==> src/rtl/musb_pkg.sv <==
`default_nettype none
// +----------------------------------------------------------------------+
// | musb_pkg: shared encodings for the hazard unit and mult/div sequencer|
// | Revision: 1.0                                                        |
// +----------------------------------------------------------------------+
package musb_pkg;

  localparam logic [1:0] FWD_GPR = 2'd0;
  localparam logic [1:0] FWD_EX  = 2'd1;
  localparam logic [1:0] FWD_MEM = 2'd2;
  localparam logic [1:0] FWD_WB  = 2'd3;

  localparam int SEQ_CNT_W = 6;

  typedef enum logic [1:0] {
    SEQ_IDLE = 2'd0,
    SEQ_BUSY = 2'd1,
    SEQ_DONE = 2'd2
  } seq_state_t;

  // $0 is hardwired, so a producer writing it never creates a dependency.
  function automatic logic reg_match(input logic       uses,
                                     input logic [4:0] r,
                                     input logic       we,
                                     input logic [4:0] wa);
    return uses && (r != 5'd0) && we && (wa == r);
  endfunction

endpackage
`default_nettype wire

==> src/rtl/musb_muldiv_sequencer.sv <==
`default_nettype none
// +----------------------------------------------------------------------+
// | musb_muldiv_sequencer: holds EX for DIV_CYCLES cycles per mult/div   |
// | Revision: 1.0                                                        |
// +----------------------------------------------------------------------+
module musb_muldiv_sequencer
  import musb_pkg::*;
#(
  parameter int DIV_CYCLES = 32
) (
  input  logic clk,
  input  logic rst,
  input  logic start,
  input  logic hold,
  input  logic abort,
  output logic busy,
  output logic done,
  output logic seq_hold
);

  localparam logic [SEQ_CNT_W-1:0] c_LOAD = SEQ_CNT_W'(DIV_CYCLES - 2);

  seq_state_t             r_state;
  logic [SEQ_CNT_W-1:0]   r_cnt;

  // BUSY lasts c_LOAD cycles: leave it as the counter steps down to zero.
  always_ff @(posedge clk or negedge rst) begin
    if (!rst) begin
      r_state <= SEQ_IDLE;
      r_cnt   <= '0;
    end else if (abort) begin
      r_state <= SEQ_IDLE;
      r_cnt   <= '0;
    end else begin
      case (r_state)
        SEQ_IDLE: begin
          if (start && !hold) begin
            if (c_LOAD == '0) begin
              r_state <= SEQ_DONE;
            end else begin
              r_state <= SEQ_BUSY;
              r_cnt   <= c_LOAD;
            end
          end
        end
        SEQ_BUSY: begin
          if (!hold) begin
            r_cnt <= r_cnt - 1'b1;
            if (r_cnt == SEQ_CNT_W'(1)) begin
              r_state <= SEQ_DONE;
            end
          end
        end
        SEQ_DONE: r_state <= SEQ_IDLE;
        default:  r_state <= SEQ_IDLE;
      endcase
    end
  end

  assign busy     = (r_state == SEQ_BUSY);
  assign done     = (r_state == SEQ_DONE);
  assign seq_hold = ((r_state == SEQ_IDLE) && start) || busy;

endmodule
`default_nettype wire

==> src/rtl/musb_hazard_unit.sv <==
`default_nettype none
// +----------------------------------------------------------------------+
// | musb_hazard_unit: stall/flush/forwarding control for the pipeline.   |
// | MUSB_STALL_CNT_EN adds load-use and mult/div stall cycle counters.   |
// | Revision: 1.0                                                        |
// +----------------------------------------------------------------------+
module musb_hazard_unit
  import musb_pkg::*;
#(
  parameter int DIV_CYCLES = 32
) (
  input  logic        clk,
  input  logic        rst,
  input  logic [4:0]  id_rs,
  input  logic [4:0]  id_rt,
  input  logic        id_uses_rs,
  input  logic        id_uses_rt,
  input  logic [4:0]  ex_gpr_wa,
  input  logic        ex_gpr_we,
  input  logic        ex_mem_to_gpr_select,
  input  logic [4:0]  mem_gpr_wa,
  input  logic        mem_gpr_we,
  input  logic        mem_mem_to_gpr_select,
  input  logic [4:0]  wb_gpr_wa,
  input  logic        wb_gpr_we,
  input  logic        ex_muldiv_start,
  input  logic        if_mem_busy,
  input  logic        mem_mem_busy,
  input  logic        exc_request,
  output logic [1:0]  forward_id_rs,
  output logic [1:0]  forward_id_rt,
  output logic        if_stall,
  output logic        id_stall,
  output logic        ex_stall,
  output logic        mem_stall,
  output logic        wb_stall,
  output logic        if_flush,
  output logic        id_flush,
  output logic        ex_flush,
  output logic        mem_flush,
`ifdef MUSB_STALL_CNT_EN
  output logic [31:0] perf_load_use_cycles,
  output logic [31:0] perf_muldiv_cycles,
`endif
  output logic        muldiv_busy,
  output logic        muldiv_done
);

  logic w_ex_rs, w_ex_rt, w_mem_rs, w_mem_rt, w_wb_rs, w_wb_rt;
  logic w_flush_now, w_load_use, w_seq_hold, w_seq_hold_eff;
  logic r_exc_pending;

  assign w_ex_rs  = reg_match(id_uses_rs, id_rs, ex_gpr_we,  ex_gpr_wa);
  assign w_ex_rt  = reg_match(id_uses_rt, id_rt, ex_gpr_we,  ex_gpr_wa);
  assign w_mem_rs = reg_match(id_uses_rs, id_rs, mem_gpr_we, mem_gpr_wa);
  assign w_mem_rt = reg_match(id_uses_rt, id_rt, mem_gpr_we, mem_gpr_wa);
  assign w_wb_rs  = reg_match(id_uses_rs, id_rs, wb_gpr_we,  wb_gpr_wa);
  assign w_wb_rt  = reg_match(id_uses_rt, id_rt, wb_gpr_we,  wb_gpr_wa);

  always_comb begin
    forward_id_rs = FWD_GPR;
    if      (w_ex_rs)  forward_id_rs = FWD_EX;
    else if (w_mem_rs) forward_id_rs = FWD_MEM;
    else if (w_wb_rs)  forward_id_rs = FWD_WB;
    forward_id_rt = FWD_GPR;
    if      (w_ex_rt)  forward_id_rt = FWD_EX;
    else if (w_mem_rt) forward_id_rt = FWD_MEM;
    else if (w_wb_rt)  forward_id_rt = FWD_WB;
  end

  // An exception cannot flush while data memory is mid-transfer; it waits.
  assign w_flush_now = (exc_request | r_exc_pending) & ~mem_mem_busy;

  always_ff @(posedge clk or negedge rst) begin
    if (!rst) begin
      r_exc_pending <= 1'b0;
    end else if (w_flush_now) begin
      r_exc_pending <= 1'b0;
    end else if (exc_request && mem_mem_busy) begin
      r_exc_pending <= 1'b1;
    end
  end

  assign w_load_use = (((w_ex_rs | w_ex_rt) & ex_mem_to_gpr_select) |
                       ((w_mem_rs | w_mem_rt) & mem_mem_to_gpr_select)) & ~w_flush_now;

  musb_muldiv_sequencer #(
    .DIV_CYCLES (DIV_CYCLES)
  ) u_seq (
    .clk      (clk),
    .rst      (rst),
    .start    (ex_muldiv_start),
    .hold     (mem_mem_busy),
    .abort    (w_flush_now),
    .busy     (muldiv_busy),
    .done     (muldiv_done),
    .seq_hold (w_seq_hold)
  );

  assign w_seq_hold_eff = w_seq_hold & ~w_flush_now;

  // Reset forces every control output low even though the cascade is combinational.
  assign wb_stall  = 1'b0;
  assign mem_stall = rst & mem_mem_busy;
  assign ex_stall  = mem_stall | (rst & w_seq_hold_eff);
  assign id_stall  = ex_stall  | (rst & w_load_use);
  assign if_stall  = id_stall  | (rst & if_mem_busy);

  assign if_flush  = rst & w_flush_now;
  assign id_flush  = rst & w_flush_now;
  assign ex_flush  = rst & w_flush_now;
  assign mem_flush = rst & w_flush_now;

`ifdef MUSB_STALL_CNT_EN
  logic [31:0] r_perf_load_use;
  logic [31:0] r_perf_muldiv;

  always_ff @(posedge clk or negedge rst) begin
    if (!rst) begin
      r_perf_load_use <= '0;
      r_perf_muldiv   <= '0;
    end else begin
      if (w_load_use)     r_perf_load_use <= r_perf_load_use + 32'd1;
      if (w_seq_hold_eff) r_perf_muldiv   <= r_perf_muldiv + 32'd1;
    end
  end

  assign perf_load_use_cycles = r_perf_load_use;
  assign perf_muldiv_cycles   = r_perf_muldiv;
`endif

endmodule
`default_nettype wire

==> config.mk <==
export PLATFORM = sky130hd
export DESIGN_NAME = musb_hazard_unit
export DESIGN_NICKNAME = d
export VERILOG_FILES = /design/src/rtl/musb_pkg.sv /design/src/rtl/musb_muldiv_sequencer.sv /design/src/rtl/musb_hazard_unit.sv
export SDC_FILE = /design/constraint.sdc
export NUM_CORES = 1
export LEC_CHECK = 0
export ABC_AREA = 1
export CORE_ASPECT_RATIO = 0.9
export CORE_MARGIN = 2
export CORE_UTILIZATION = 38
export CTS_CLUSTER_DIAMETER = 120
export CTS_CLUSTER_SIZE = 30
export DETAILED_ROUTE_END_ITERATION = 10
export HOLD_SLACK_MARGIN = 0.06
export PLACE_DENSITY = 0.86
export SLEW_MARGIN = 20
export SYNTH_ARGS = -nofsm -noshare
export SYNTH_HDL_FRONTEND = slang
export SYNTH_SLANG_ARGS = --single-unit
==> constraint.sdc <==
create_clock -name clk -period 1.5 [get_ports clk]
set_clock_uncertainty 0.1 [all_clocks]
set_input_delay 0.3 -clock clk [delete_from_list [all_inputs] [get_ports clk]]
set_output_delay 0.3 -clock clk [all_outputs]
set_load 0.005 [all_outputs]
* Word-level counts from Yosys, hierarchy flattened
Index checks and enable logic that the tools add are counted.
** Storage, ports and cells
- Register bits :: 9
- Input port bits :: 38
** Cells by class
- $add $sub $neg :: 1
- Equality and inequality tests :: 12
- Muxes and demuxes :: 17
- Bitwise logic cells :: 19
- Reduce and logical (&&, ||, !) cells :: 26
** Operator list (number)
- 5-bit == test :: 6
- 2-bit two-way mux :: 10
- 6-bit two-way mux :: 3
- 1-bit logical AND :: 17
- 6-bit case mux with 2 select lines :: 1
- 1-bit bitwise AND :: 10
- 5-bit nonzero test :: 2
- 1-bit bitwise OR :: 7
- 6-bit by 1-bit == test with 1-bit output, second input constant :: 1
- 3-bit inequality test, second input constant :: 2
- 3-bit AND reduction :: 2
- 6-bit by 1-bit subtractor with 6-bit output, second input constant :: 1
- 2-bit case mux with 2 select lines :: 1
- 3-bit by 2-bit inequality test with 1-bit output, second input constant :: 1
- 3-bit nonzero test :: 1
- 2-bit by 1-bit == test with 1-bit output, second input constant :: 1
- 2-bit == test, second input constant :: 1
- 2-bit zero test :: 1
- 1-bit two-way mux :: 2
- 1-bit inverter :: 2
- 2-bit nonzero test :: 1
- 1-bit zero test :: 1
- 1-bit logical OR :: 1

* Depth between registers and ports, before layout
Gate-level depths: netlist (run 1).
- Word-level depth :: 11
- Gate-level depth with buffers :: 11

* Hierarchy
Synthesis (run 1) repeated with hierarchy kept, for this count alone.
** Unflattened totals
- Cell total of the unflattened synthesis :: 220
- Area total of the unflattened synthesis :: 1291.2 µm²
** Modules (own cells, without submodules)
- musb_hazard_unit :: instances 1, cells each 150, area an instance 767.0 µm², sequential area each 25.0 µm²
- musb_muldiv_sequencer :: instances 1, cells each 70, area an instance 524.3 µm², sequential area each 200.2 µm²

* Worst setup path after synthesis (run 1)
Ideal clock, no wire load.
- Kind :: reg2out
- Start :: register u_seq.r_state[1]
- End :: output port if_stall
- Data arrival time :: 1.170 ns
- Setup slack :: -0.070 ns
- Stages on the path, launching flop included :: 8
- Cells stage by stage :: dfrtp_1 -> nor2_1 -> inv_1 -> nor2_4 -> inv_1 -> nand3_1 -> nand2_1 -> nand3_1
** On the way
- Elaborated cells between the ends (all ways) :: 9
- Classes of those cells :: 1 x eq/ne; 5 x bitwise; 3 x reduce/logical
** RTL lines
- start, declared :: line musb_muldiv_sequencer.sv:23 : seq_state_t r_state;
- start signal, assigned :: line musb_muldiv_sequencer.sv:29 : r_state <= SEQ_IDLE;
- start signal, assigned :: line musb_muldiv_sequencer.sv:32 : r_state <= SEQ_IDLE;
- start signal, assigned :: line musb_muldiv_sequencer.sv:39 : r_state <= SEQ_DONE;
- 2-bit by 1-bit == test with 1-bit output :: line musb_muldiv_sequencer.sv:60 : assign busy = (r_state == SEQ_BUSY);
- via muldiv_busy :: line musb_hazard_unit.sv:45 : output logic muldiv_busy,
- 1-bit logical OR :: line musb_muldiv_sequencer.sv:62 : assign seq_hold = ((r_state == SEQ_IDLE) && start) || busy;
- 1-bit bitwise AND :: line musb_hazard_unit.sv:100 : assign w_seq_hold_eff = w_seq_hold & ~w_flush_now;
- 1-bit bitwise AND :: line musb_hazard_unit.sv:105 : assign ex_stall = mem_stall | (rst & w_seq_hold_eff);
- 1-bit bitwise OR :: line musb_hazard_unit.sv:105
- 1-bit bitwise OR :: line musb_hazard_unit.sv:106 : assign id_stall = ex_stall | (rst & w_load_use);
- 1-bit bitwise OR :: line musb_hazard_unit.sv:107 : assign if_stall = id_stall | (rst & if_mem_busy);
- end, declared :: line musb_hazard_unit.sv:32 : output logic if_stall,
The timed path passes the listed nets, and every way through them passes these cells.

* Worst setup path in the final report (run 1)
- Start :: register u_seq.r_state[0]
- End :: output port if_stall
** On the way
- Longest elaborated chain between the ends :: 8
- Elaborated cells between the ends (all ways) :: 9
- Classes of those cells :: 1 x eq/ne; 5 x bitwise; 3 x reduce/logical
** RTL lines (line)
- 2-bit zero test :: musb_muldiv_sequencer.sv:62
- 1-bit logical AND :: musb_muldiv_sequencer.sv:62
- 1-bit logical OR * :: musb_muldiv_sequencer.sv:62
- 1-bit bitwise AND * :: musb_hazard_unit.sv:100
- 1-bit bitwise AND * :: musb_hazard_unit.sv:105
- 1-bit bitwise OR * :: musb_hazard_unit.sv:105
- 1-bit bitwise OR * :: musb_hazard_unit.sv:106
- 1-bit bitwise OR * :: musb_hazard_unit.sv:107
Mark *: on every way between the ends. The rest lies on a longest branch, timed or not.

==> results of run 1 <==
## final cells by class
cell class,count,area (µm²),area share (%)
Multi-Input combinational cell,155,992,44.8
Clock buffer,4,26.3,1.19
Inverter,39,154,6.95
Timing Repair Buffer,92,762,34.4
Sequential cell,9,226,10.2
Tap cell,42,52.6,2.37
## sequential cells by signal, indices dropped and copies added, names as in the netlist
name and flops:
u_seq.r_state 2, u_seq.r_cnt 6, r_exc_pending 1
## power by group through the flow
stage	Clock, mW	Sequential, mW	Combinational, mW
2_1_floorplan	0	0.421	0.619
3_3_place_gp	0	0.431	1.08
3_5_place_dp	0	0.435	1.11
4_1_cts	0.201	0.433	1.21
5_1_grt	0.213	0.463	1.68
6_report	0.204	0.457	1.56
## repair_timing
item | CTS | global route
hold buffers | 1 | 0
pin swaps | 36 | 24
setup buffers | 6 | 9
endpoints found under the setup margin | 21 | 20
endpoints found under the hold margin | 2 | 0
gates resized for setup | 218 | 47
## final timing paths
path | start | endpoint | slack, ns | cells after the start
max in group asynchronous | rst | u_seq.r_state[1] | 0.61 | 4
worst min register to register | r_exc_pending | r_exc_pending | 0.47 | 2
worst max-delay path | u_seq.r_state[0] | if_stall | -0.47 | 10
worst min-delay path | rst | u_seq.r_cnt[2] | 0.07 | 3
worst max register to register | r_exc_pending | u_seq.r_cnt[2] | -0.33 | 10
min in group clk | exc_request | r_exc_pending | 0.37 | 3
## cells in the mapped netlist
cell type / n / area share (%)
nand2_2: 2 / 1.1
a21oi_4: 1 / 1.4
inv_1: 38 / 12
o21ai_4: 1 / 1.4
nand2_1: 63 / 20
a21boi_0: 2 / 1.3
o21ai_0: 6 / 2.5
nor2_1: 24 / 7.6
buf_4: 4 / 2.5
dfrtp_1: 9 / 19
conb_1: 1 / 0.32
ha_1: 2 / 2.1
a21oi_1: 11 / 4.7
inv_2: 1 / 0.32
nor4_1: 1 / 0.53
nor3_1: 4 / 1.7
nand4_1: 1 / 0.53
o22ai_2: 1 / 1.1
a2bb2oi_1: 1 / 0.74
o221ai_1: 1 / 0.74
o22ai_1: 5 / 2.6
nand3_1: 16 / 6.8
nor2_4: 1 / 0.95
xor2_1: 11 / 8.1
## layer usage
layer / up-vias / GRT usage, % / part of all wire, % / wire length [µm]
met4: 0 / 7.30 / 4.1 / 208
met3: 21 / 4.73 / 6.6 / 333
met5: - / 0 / 0 / 0
met1: 837 / 29.7 / 40 / 1990
met2: 98 / 44.1 / 50 / 2500
li1: 835 / - / - / -
## worst max-delay path: stages, from the launching register on
cell     delay (ns)
dfrtp_1        0.43
inv_2          0.07
nor2_4         0.15
inv_2          0.08
nor2_4         0.10
inv_2          0.05
nand3_2        0.06
nand2_2        0.06
buf_6          0.12
nand3_2        0.05
buf_2          0.11
## cells by family after synthesis
kind of cell	count (synthesis)	synth area share, %
and+or+nand+nor	112	39.1
other	1	0.317
DFF	9	19.0
AOI/OAI and AO/OA	29	16.4
xor gates and xnor gates	11	8.14
adders and majority gates	2	2.11
buffers and inverters	43	14.9
## per-stage QoR
stage                     worst slack (ns)  cell area [µm²]  setup TNS (ns)  hold WS (ns)
after detailed placement             -1.09             1910          -13.41         0.467
after floorplan                     0.0146             1190               0       -0.0956
after global placement               -1.04             1910          -12.63         0.450
after CTS                           -0.401             2010           -3.56        0.0677
after global routing                -0.520             2210           -6.38        0.0791
final                               -0.472             2210           -5.36        0.0665
==> flow_summary_export.csv, run 1 <==
group,metric,value,unit
status,status,"finished, violations left",
status,violations,"setup timing",
floorplanning,dieHeight,56.9,µm
critical_path,critPathRequiredTime,1.10,ns
clock_tree,clk-insertion-delay-late,0.29,ns
detailed_routing,detail-route-antenna-nets,0,
floorplanning,start_util,39.2,%
clock_tree,clkTransAtPathRegs,0.07,ns
cells_and_area,drive_gt1_share,51.5,%
global_route,grt_max_degree,8,
pwr,power.density,1010,nW/µm²
cells_and_area,nFillCells,213,
pwr,power_frac_clock,9.2,%
pwr,power_leakage,1.19,nW
cells_and_area,final_cell_mix,"52 x nand2_1, 30 x buf_4, 22 x buf_2",
critical_path,endpoint_kind,"output pin",
pwr,intPower,1.20,mW
pwr,p_switching,1.02,mW
timing,drv_slew,0,
clock_tree,cts_max_path_buffers,2,
timing,fmax,507,MHz
logic_synthesis,ys_seq_area_share,19.0,%
detailed_routing,wl_per_cell,14.8,µm
timing,hold_viol,0,
place,io_buffers,51,
timing,period_needed,1.97,ns
global_route,grt_pass1_wl,6960,µm
clock_tree,cts-root-buf,"clkbuf_4",
logic_synthesis,ys_types,24,
flow_run,maxCapViolCount,0,
clock_tree,numCtsBuffers,3,
detailed_routing,vias_per_cell,5.25,
logic_synthesis,synth_area_per_cell,5.72,µm²
pwr,pwr-share-comb,70.3,%
cells_and_area,antenna_cells,0,
critical_path,worstPathArrival,1.57,ns
timing,setup_ws,-0.472,ns
logic_synthesis,ys_ff_latch,9,
pwr,swShare,46.0,%
floorplanning,dieArea,3580,µm²
place,place_hpwl,3110,µm
critical_path,path_class,"reg -> out",
clock_tree,cts_max_level,1,
place,gp_congestion,0.867,
global_route,gr-total-overflow,0,
timing,finalSetupViolCount,21,
clock_tree,cts_tree,"built",
logic_synthesis,ys_warn_count,0,
logic_synthesis,syn_inst,207,
detailed_routing,drc,0,
floorplanning,num_rows,19,
pwr,power.total,2.22,mW
cells_and_area,syn_to_final_growth,87.0,%
global_route,grt_pass1_vias,1544,
detailed_routing,num_vias,1791,
floorplanning,io_pins,53,
cells_and_area,nets,340,
timing,period_share,131,%
cells_and_area,instances_no_fill,341,
detailed_routing,drt_first_pass_iters,5,
floorplanning,coreArea,3020,µm²
global_route,antenna_found_initial,0,
floorplanning,die_w,62.8,µm
logic_synthesis,syn-num-nets,247,
cells_and_area,final_common_cell,"nand2_1",
global_route,track_usage,24.4,%
critical_path,worstSetupStartpointType,"flip-flop",
logic_synthesis,synth_area,1180,µm²
cells_and_area,post-route-util,73.3,%
pwr,ir_drop,1.28,mV
pwr,seqPwrFrac,20.5,%
place,dp_cells,321,
clock_tree,cts_sinks,9,
detailed_routing,routed_wl,5030,µm
timing,rsz0062_at_grt,"true",
detailed_routing,drtIter0Drc,168,
min_path,worstHoldPathType,"in -> async",
critical_path,crit_fanout,3,
(Power assumes the default switching activity.)
==> run 2, diff against run 1 <==
--- a/config.mk
+++ b/config.mk
@@ -5,10 +5,8 @@
 export SDC_FILE = /design/constraint.sdc
 export NUM_CORES = 1
 export LEC_CHECK = 0
-export ABC_AREA = 1
-export CORE_ASPECT_RATIO = 0.9
 export CORE_MARGIN = 2
-export CORE_UTILIZATION = 38
+export CORE_UTILIZATION = 36
 export CTS_CLUSTER_DIAMETER = 120
 export CTS_CLUSTER_SIZE = 30
 export DETAILED_ROUTE_END_ITERATION = 10
==> flow_summary_export.csv, run 2 <==
group,metric,value,unit
cells_and_area,ff_latch_area,225,µm²
cells_and_area,final_common_cell,"buf_4",
cells_and_area,final_cell_mix,"35 x buf_4, 17 x buf_2, 16 x xnor2_1",
min_path,hold_end,"u_seq.r_cnt[1]",
detailed_routing,wl_per_cell,18.9,µm
pwr,power_frac_clock,14.8,%
detailed_routing,drt_first_pass_iters,5,
logic_synthesis,yosysTopAreaCellShare,22.3,%
global_route,grt_pass1_wl,6650,µm
floorplanning,start_util,37.3,%
floorplanning,coreArea,2710,µm²
cells_and_area,nFillCells,178,
clock_tree,cts_tree,"built",
clock_tree,clk-insertion-delay-late,0.27,ns
detailed_routing,drtIter0Drc,89,
detailed_routing,num_vias,1430,
critical_path,rr_endpoint,"u_seq.r_cnt[5]",
pwr,intPower,0.834,mW
logic_synthesis,ys_types,35,
clock_tree,cts-root-buf,"clkbuf_4",
cells_and_area,multi_input_area,955,µm²
detailed_routing,vias_per_cell,5.63,
floorplanning,num_rows,19,
logic_synthesis,synthTopCellsByCount,"23 x xnor2_1, 13 x nor2_1, 9 x dfrtp_1, 9 x nand2_1, 8 x xor2_1",
pwr,seqPwrFrac,26.4,%
global_route,grtUsageMet1,30.4,%
timing,finalSetupViolCount,19,
logic_synthesis,async_reset_ff_share,100,%
critical_path,path_cells,"dlygate4sd2_1 -> xnor2_1 -> nand4_1 -> nor3_4 -> o211ai_2 -> a31oi_1 -> buf_2",
pwr,p_switching,0.563,mW
critical_path,path_buf_inv,2,
timing,period_share,146,%
global_route,grt_max_degree,10,
cells_and_area,post-route-util,76.6,%
clock_tree,clkTransAtPathRegs,0.07,ns
place,place_hpwl,2780,µm
global_route,gr-total-overflow,0,
critical_path,path_class,"in -> out",
logic_synthesis,synth_area,1010,µm²
logic_synthesis,ys_seq_area_share,22.3,%
cells_and_area,drive_gt1_share,50.7,%
cells_and_area,regMostFlops,"u_seq.r_cnt",
global_route,track_usage,25.9,%
cells_and_area,syn_to_final_growth,106,%
timing,hold_viol,0,
pwr,power_leakage,0.948,nW
timing,drv_slew,0,
critical_path,worstPathArrival,1.80,ns
floorplanning,dieArea,3240,µm²
timing,fmax,455,MHz
critical_path,r2r_cells,7,
timing,period_needed,2.20,ns
min_path,worst_hold_startpoint,"u_seq.r_cnt[1]",
logic_synthesis,ys_warn_count,0,
critical_path,critPathSlowestCell,"nor3_4",
logic_synthesis,synth.most_common_cell,"xnor2_1",
status,status,"finished, violations left",
place,io_buffers,51,
pwr,pwr-share-comb,58.8,%
cells_and_area,largestRegisters,"u_seq.r_cnt (6), u_seq.r_state (2), r_exc_pending (1)",
global_route,met3_usage,0.680,%
min_path,worstHoldPathType,"reg -> reg",
critical_path,ff2ff_setup_slack,-0.05,ns
clock_tree,numCtsBuffers,3,
global_route,antenna_found_initial,0,
floorplanning,die_w,57.0,µm
clock_tree,cts_max_path_buffers,2,
critical_path,critPathRequiredTime,1.10,ns
place,place_ws,-1.31,ns
cells_and_area,largest_reg_flops,6,
logic_synthesis,syn-num-nets,166,
status,violations,"setup timing",
critical_path,endpoint_kind,"output pin",
pwr,ir_drop,0.666,mV
critical_path,crit_fanout,2,
detailed_routing,routed_wl,4800,µm
timing,setup_ws,-0.696,ns
clock_tree,cts_sinks,9,
place,gp_congestion,0.901,
critical_path,r2r_start,"r_exc_pending",
global_route,grt_pass1_vias,1431,
critical_path,max_stage_delay,0.29,ns
global_route,use_met2,50.4,%
logic_synthesis,synth_ff_type,"dfrtp_1",
detailed_routing,drc,0,
min_path,hold-path-cell-count,1,
timing,rsz0062_at_grt,"true",
cells_and_area,nets,264,
cells_and_area,antenna_cells,0,
logic_synthesis,syn_inst,126,
floorplanning,io_pins,53,
flow_run,maxCapViolCount,0,
logic_synthesis,synth_area_per_cell,8.01,µm²
detailed_routing,detail-route-antenna-nets,0,
clock_tree,cts_max_level,1,
timing,tns,-4.93,ns
logic_synthesis,synthTopCellsByArea,"dfrtp_1 22%, xnor2_1 20%, xor2_1 6.9%",
global_route,grt_busiest_layer,"met2",
critical_path,worstSetupStartpointType,"input port",
logic_synthesis,synth-edff-count,0,
pwr,swShare,40.3,%
pwr,power.density,673,nW/µm²
floorplanning,dieHeight,57.0,µm
critical_path,crit_family,"simple AND/OR/NAND/NOR gates",
logic_synthesis,synth_top_cell_by_area,"dfrtp_1",
logic_synthesis,ys_ff_latch,9,
critical_path,crit_start,"ex_gpr_wa[3]",
==> run 2: cell types whose count changed after synthesis, sizes merged, moves of 3 or more <==
| cell | previous run | this run |
|---|---|---|
| nand2 | 65 | 9 |
| nand3 | 16 | 1 |
| inv | 39 | 7 |
| xnor2 | 0 | 23 |
| xor2 | 11 | 8 |
| nor2 | 25 | 13 |
| o22ai | 6 | 1 |
| o22a | 0 | 3 |
| a21oi | 12 | 7 |
| nand4 | 1 | 4 |
==> run 2: area by class of cell <==
cell class	instances	share of cell area, %
Multi-Input combinational cell	105	46.0
Clock buffer	4	1.27
Tap cell	31	1.87
Inverter	7	1.27
Sequential cell	9	10.8
Timing Repair Buffer	98	38.8
==> run 2: power groups by stage <==
stage / Clock [mW] / Combinational (mW) / Sequential (mW)
floorplan: 0 / 0.299 / 0.349
global placement: 0 / 0.600 / 0.351
detailed placement: 0 / 0.621 / 0.354
CTS: 0.195 / 0.681 / 0.353
global route: 0.223 / 0.868 / 0.371
finish: 0.207 / 0.822 / 0.368
==> run 2: cells by family (layout without fill, tap and decap cells) <==
family                     Yosys count  after routing  synth area share (%)
and+or+nand+nor                     43             43                  22.3
xor gates and xnor gates            31             31                  26.9
AOI/OAI and AO/OA                   28             28                  19.7
buffers and inverters               12            109                  5.95
DFF                                  9              9                  22.3
adders and majority gates            2              2                  2.48
other                                1              1                 0.371
==> run 2: worst max-delay path by stage <==
| stage | endpoint | slack (ns) | cells after the start |
|---|---|---|---|
| after floorplan | if_stall | -0.28 | 5 |
| after global placement | id_stall | -1.27 | 8 |
| after detailed placement | id_stall | -1.31 | 8 |
| after CTS | if_stall | -0.61 | 7 |
| after global routing | id_stall | -0.73 | 7 |
| final | id_stall | -0.70 | 7 |
==> run 2: per-layer routing <==
| metal | vias to the layer above | share of wire, % |
|---|---|---|
| met3 | 38 | 6.4 |
| li1 | 633 | - |
| met2 | 102 | 55 |
| met1 | 657 | 32 |
| met4 | 0 | 6.0 |
| met5 | - | 0 |
==> run 2: metrics by stage <==
step | area (µm²) | cells | power, mW | hold WS [ns]
after floorplan | 1050 | 126 | 0.648 | -0.0956
after global placement | 1750 | 227 | 0.952 | 0.400
after detailed placement | 1750 | 227 | 0.975 | 0.401
after CTS | 1920 | 249 | 1.23 | 0.360
final | 2080 | 254 | 1.40 | 0.429
after global routing | 2080 | 254 | 1.46 | 0.427
==> run 2: timing repair <==
action                                  CTS  global route
endpoints found under the setup margin   19            22
gates resized for setup                 137            39
hold buffers                              1             0
setup buffers                            18             8
gates cloned                              1             0
pin swaps                                30            31
endpoints found under the hold margin     9             0
==> run 3, diff against run 2 <==
--- a/config.mk
+++ b/config.mk
@@ -11,8 +11,9 @@
 export CTS_CLUSTER_SIZE = 30
 export DETAILED_ROUTE_END_ITERATION = 10
 export HOLD_SLACK_MARGIN = 0.06
-export PLACE_DENSITY = 0.86
+export PLACE_DENSITY = 0.85
 export SLEW_MARGIN = 20
 export SYNTH_ARGS = -nofsm -noshare
 export SYNTH_HDL_FRONTEND = slang
+export SYNTH_HIERARCHICAL = 1
 export SYNTH_SLANG_ARGS = --single-unit
==> flow_summary_export.csv, run 3 <==
group,metric,value,unit
logic_synthesis,async_reset_ff_share,100,%
cells_and_area,fin_area,2000,µm²
logic_synthesis,synthTopCellsByArea,"dfrtp_1 22%, xor2_1 17%, xnor2_1 8.4%",
critical_path,path_class,"in -> out",
floorplanning,io_pins,53,
timing,hold_ws,0.111,ns
critical_path,crit_fanout,3,
detailed_routing,top_layer_used,"met4",
pwr,ir_drop,0.505,mV
floorplanning,start_util,37.9,%
critical_path,endpoint_kind,"output pin",
detailed_routing,wl_met3,226,µm
detailed_routing,wl_per_cell,16.8,µm
cells_and_area,ff_latch_area,225,µm²
critical_path,ff2ff_setup_slack,-0.03,ns
logic_synthesis,synth_top_cell_by_area,"dfrtp_1",
detailed_routing,drtIter0Drc,78,
critical_path,worstPathArrival,1.89,ns
timing,finalSetupViolCount,14,
cells_and_area,regMostFlops,"u_seq/r_cnt",
cells_and_area,nFillCells,194,
clock_tree,cts_sinks,9,
clock_tree,cts_max_level,1,
cells_and_area,final_common_cell,"buf_4",
place,gp_congestion,0.880,
detailed_routing,met2_length,2410,µm
cells_and_area,antenna_cells,0,
global_route,track_usage,24.3,%
detailed_routing,drc,0,
logic_synthesis,syn_inst,126,
logic_synthesis,synth-edff-count,0,
pwr,swShare,37.2,%
cells_and_area,instances_no_fill,250,
cells_and_area,largest_reg_flops,6,
logic_synthesis,synth_area_per_cell,8.30,µm²
global_route,antenna_found_initial,0,
logic_synthesis,ys_ff_latch,9,
timing,rsz0062_at_grt,"true",
pwr,power_frac_clock,18.6,%
floorplanning,dieHeight,57.9,µm
pwr,power.density,561,nW/µm²
logic_synthesis,ys_types,44,
cells_and_area,multi_input_area,870,µm²
critical_path,rr_endpoint,"u_seq/r_cnt[5]",
flow_run,maxCapViolCount,0,
clock_tree,clkTransAtPathRegs,0.07,ns
clock_tree,cts_tree,"built",
status,violations,"setup timing",
critical_path,critPathCapture,"id_stall",
critical_path,worstSetupStartpointType,"input port",
logic_synthesis,yosysTopAreaCellShare,21.5,%
logic_synthesis,synthTopCellsByCount,"20 x xor2_1, 10 x xnor2_1, 9 x dfrtp_1",
clock_tree,clk-insertion-delay-late,0.28,ns
timing,fmax,437,MHz
logic_synthesis,syn-num-nets,166,
floorplanning,coreArea,2760,µm²
pwr,power.total,1.12,mW
global_route,grt_max_degree,10,
detailed_routing,drt-met1-wl,1480,µm
cells_and_area,largestRegisters,"u_seq/r_cnt (6), u_seq/r_state (2), r_exc_pending (1)",
place,dp_cells,227,
cells_and_area,drive_gt1_share,44.3,%
floorplanning,die_w,57.9,µm
logic_synthesis,ys_warn_count,6,
timing,drv_slew,0,
timing,period_share,152,%
place,io_buffers,51,
pwr,pwr-share-comb,53.8,%
global_route,gr-total-overflow,0,
timing,hold_viol,0,
logic_synthesis,synth.most_common_cell,"xor2_1",
critical_path,r2r_start,"u_seq/r_state[1]",
logic_synthesis,synth_area,1050,µm²
floorplanning,dieArea,3350,µm²
logic_synthesis,ys_seq_area_share,21.5,%
critical_path,r2r_cells,6,
detailed_routing,routed_wl,4200,µm
global_route,grt_pass1_wl,6260,µm
pwr,power_leakage,0.973,nW
cells_and_area,syn_to_final_growth,91.5,%
logic_synthesis,synth_ff_type,"dfrtp_1",
clock_tree,cts-root-buf,"clkbuf_4",
detailed_routing,num_vias,1374,
cells_and_area,nets,260,
global_route,grt_pass1_vias,1396,
min_path,worstHoldPathType,"in -> async",
critical_path,critPathRequiredTime,1.10,ns
floorplanning,num_rows,19,
clock_tree,numCtsBuffers,3,
detailed_routing,drt_first_pass_iters,4,
pwr,seqPwrFrac,27.7,%
pwr,p_switching,0.418,mW
detailed_routing,detail-route-antenna-nets,0,
status,status,"finished, violations left",
clock_tree,cts_max_path_buffers,2,
place,placed_cell_area,1750,µm²
timing,setup_ws,-0.786,ns
cells_and_area,final_cell_mix,"30 x buf_4, 22 x buf_6, 19 x xor2_1",
detailed_routing,vias_per_cell,5.50,
timing,period_needed,2.29,ns
pwr,intPower,0.706,mW
place,place_hpwl,2930,µm
critical_path,crit_start,"id_rs[2]",
## run 3: cell types whose count changed in the layout (fill, tap and decap cells not counted), moves of 6 or more
cell     previous run  this run
xor2_1              8        19
buf_2              17        10
buf_6              15        22
xnor2_1            16         9
nor4_2              0         6
xnor2_2             7         1
## run 3: stage by stage
step / utilization, % / setup TNS, ns / worst slack (ns)
floorplan: - / -1.40 / -0.342
global placement: 63.3 / -13.10 / -1.31
detailed placement: 63.3 / -14.20 / -1.38
CTS: 69.5 / -6.85 / -0.837
global route: 72.6 / -5.97 / -0.861
finish: 72.6 / -5.30 / -0.786
## run 3: cell type report
class	count	area share (%)
clock buffers	4	1.31
multi-input cells	106	43.4
well taps	31	1.94
flip-flops and latches	9	11.2
repair buffers	94	41.0
inverters	6	1.12
## run 3: critical path, cell delays in order
cell and delay, ns:
buf_6 0.09, or4_4 0.54, o21ai_4 0.16, nand4b_1 0.20, nand2_1 0.10, a22oi_2 0.18, buf_4 0.14, o21bai_1 0.05
buf_2 0.13
## run 3: timing repair
item / 4_1_cts / 5_1_grt
setup endpoints to repair: 15 / 19
cloned: 0 / 0
buffers inserted: 20 / 4
pin swaps: 20 / 17
gates resized for setup: 130 / 31
hold buffers: 1 / 0
endpoints found under the hold margin: 9 / 0
## run 3: cell families (layout without fill, tap and decap cells)
logic type | Yosys count | after routing | share of synthesized area, %
adder cells (fa/ha/maj) | 2 | 2 | 2.39
flip-flops | 9 | 9 | 21.5
AND/OR/NAND/NOR | 49 | 49 | 28.8
multiplexers | 1 | 1 | 0.957
AO/OA/AOI/OAI | 23 | 23 | 15.4
other | 1 | 1 | 0.359
buffers and inverters | 11 | 104 | 5.38
XOR/XNOR | 30 | 30 | 25.1
## run 3: how the worst min path moves through the flow
stage / startpoint / end / cells past startpoint
after floorplan: rst / r_exc_pending / 0
final: rst / r_exc_pending / 3
after global placement: u_seq/r_cnt[4] / u_seq/r_cnt[4] / 1
after detailed placement: u_seq/r_cnt[4] / u_seq/r_cnt[4] / 1
after CTS: u_seq/r_cnt[4] / u_seq/r_cnt[4] / 1
after global routing: rst / r_exc_pending / 3
## run 3: metal layers
layer  global-route usage (%)  vias to the layer above
met5                        0                        -
met4                     9.30                        0
met3                     2.46                       10
met2                     48.5                       66
met1                     25.6                      669
li1                         -                      629
## run 3: power by group through the flow
stage / combinational [mW] / sequential (mW) / clock [mW]
2_1_floorplan: 0.217 / 0.309 / 0
4_1_cts: 0.558 / 0.302 / 0.198
3_5_place_dp: 0.514 / 0.306 / 0
3_3_place_gp: 0.494 / 0.304 / 0
6_report: 0.605 / 0.311 / 0.209
5_1_grt: 0.650 / 0.312 / 0.217
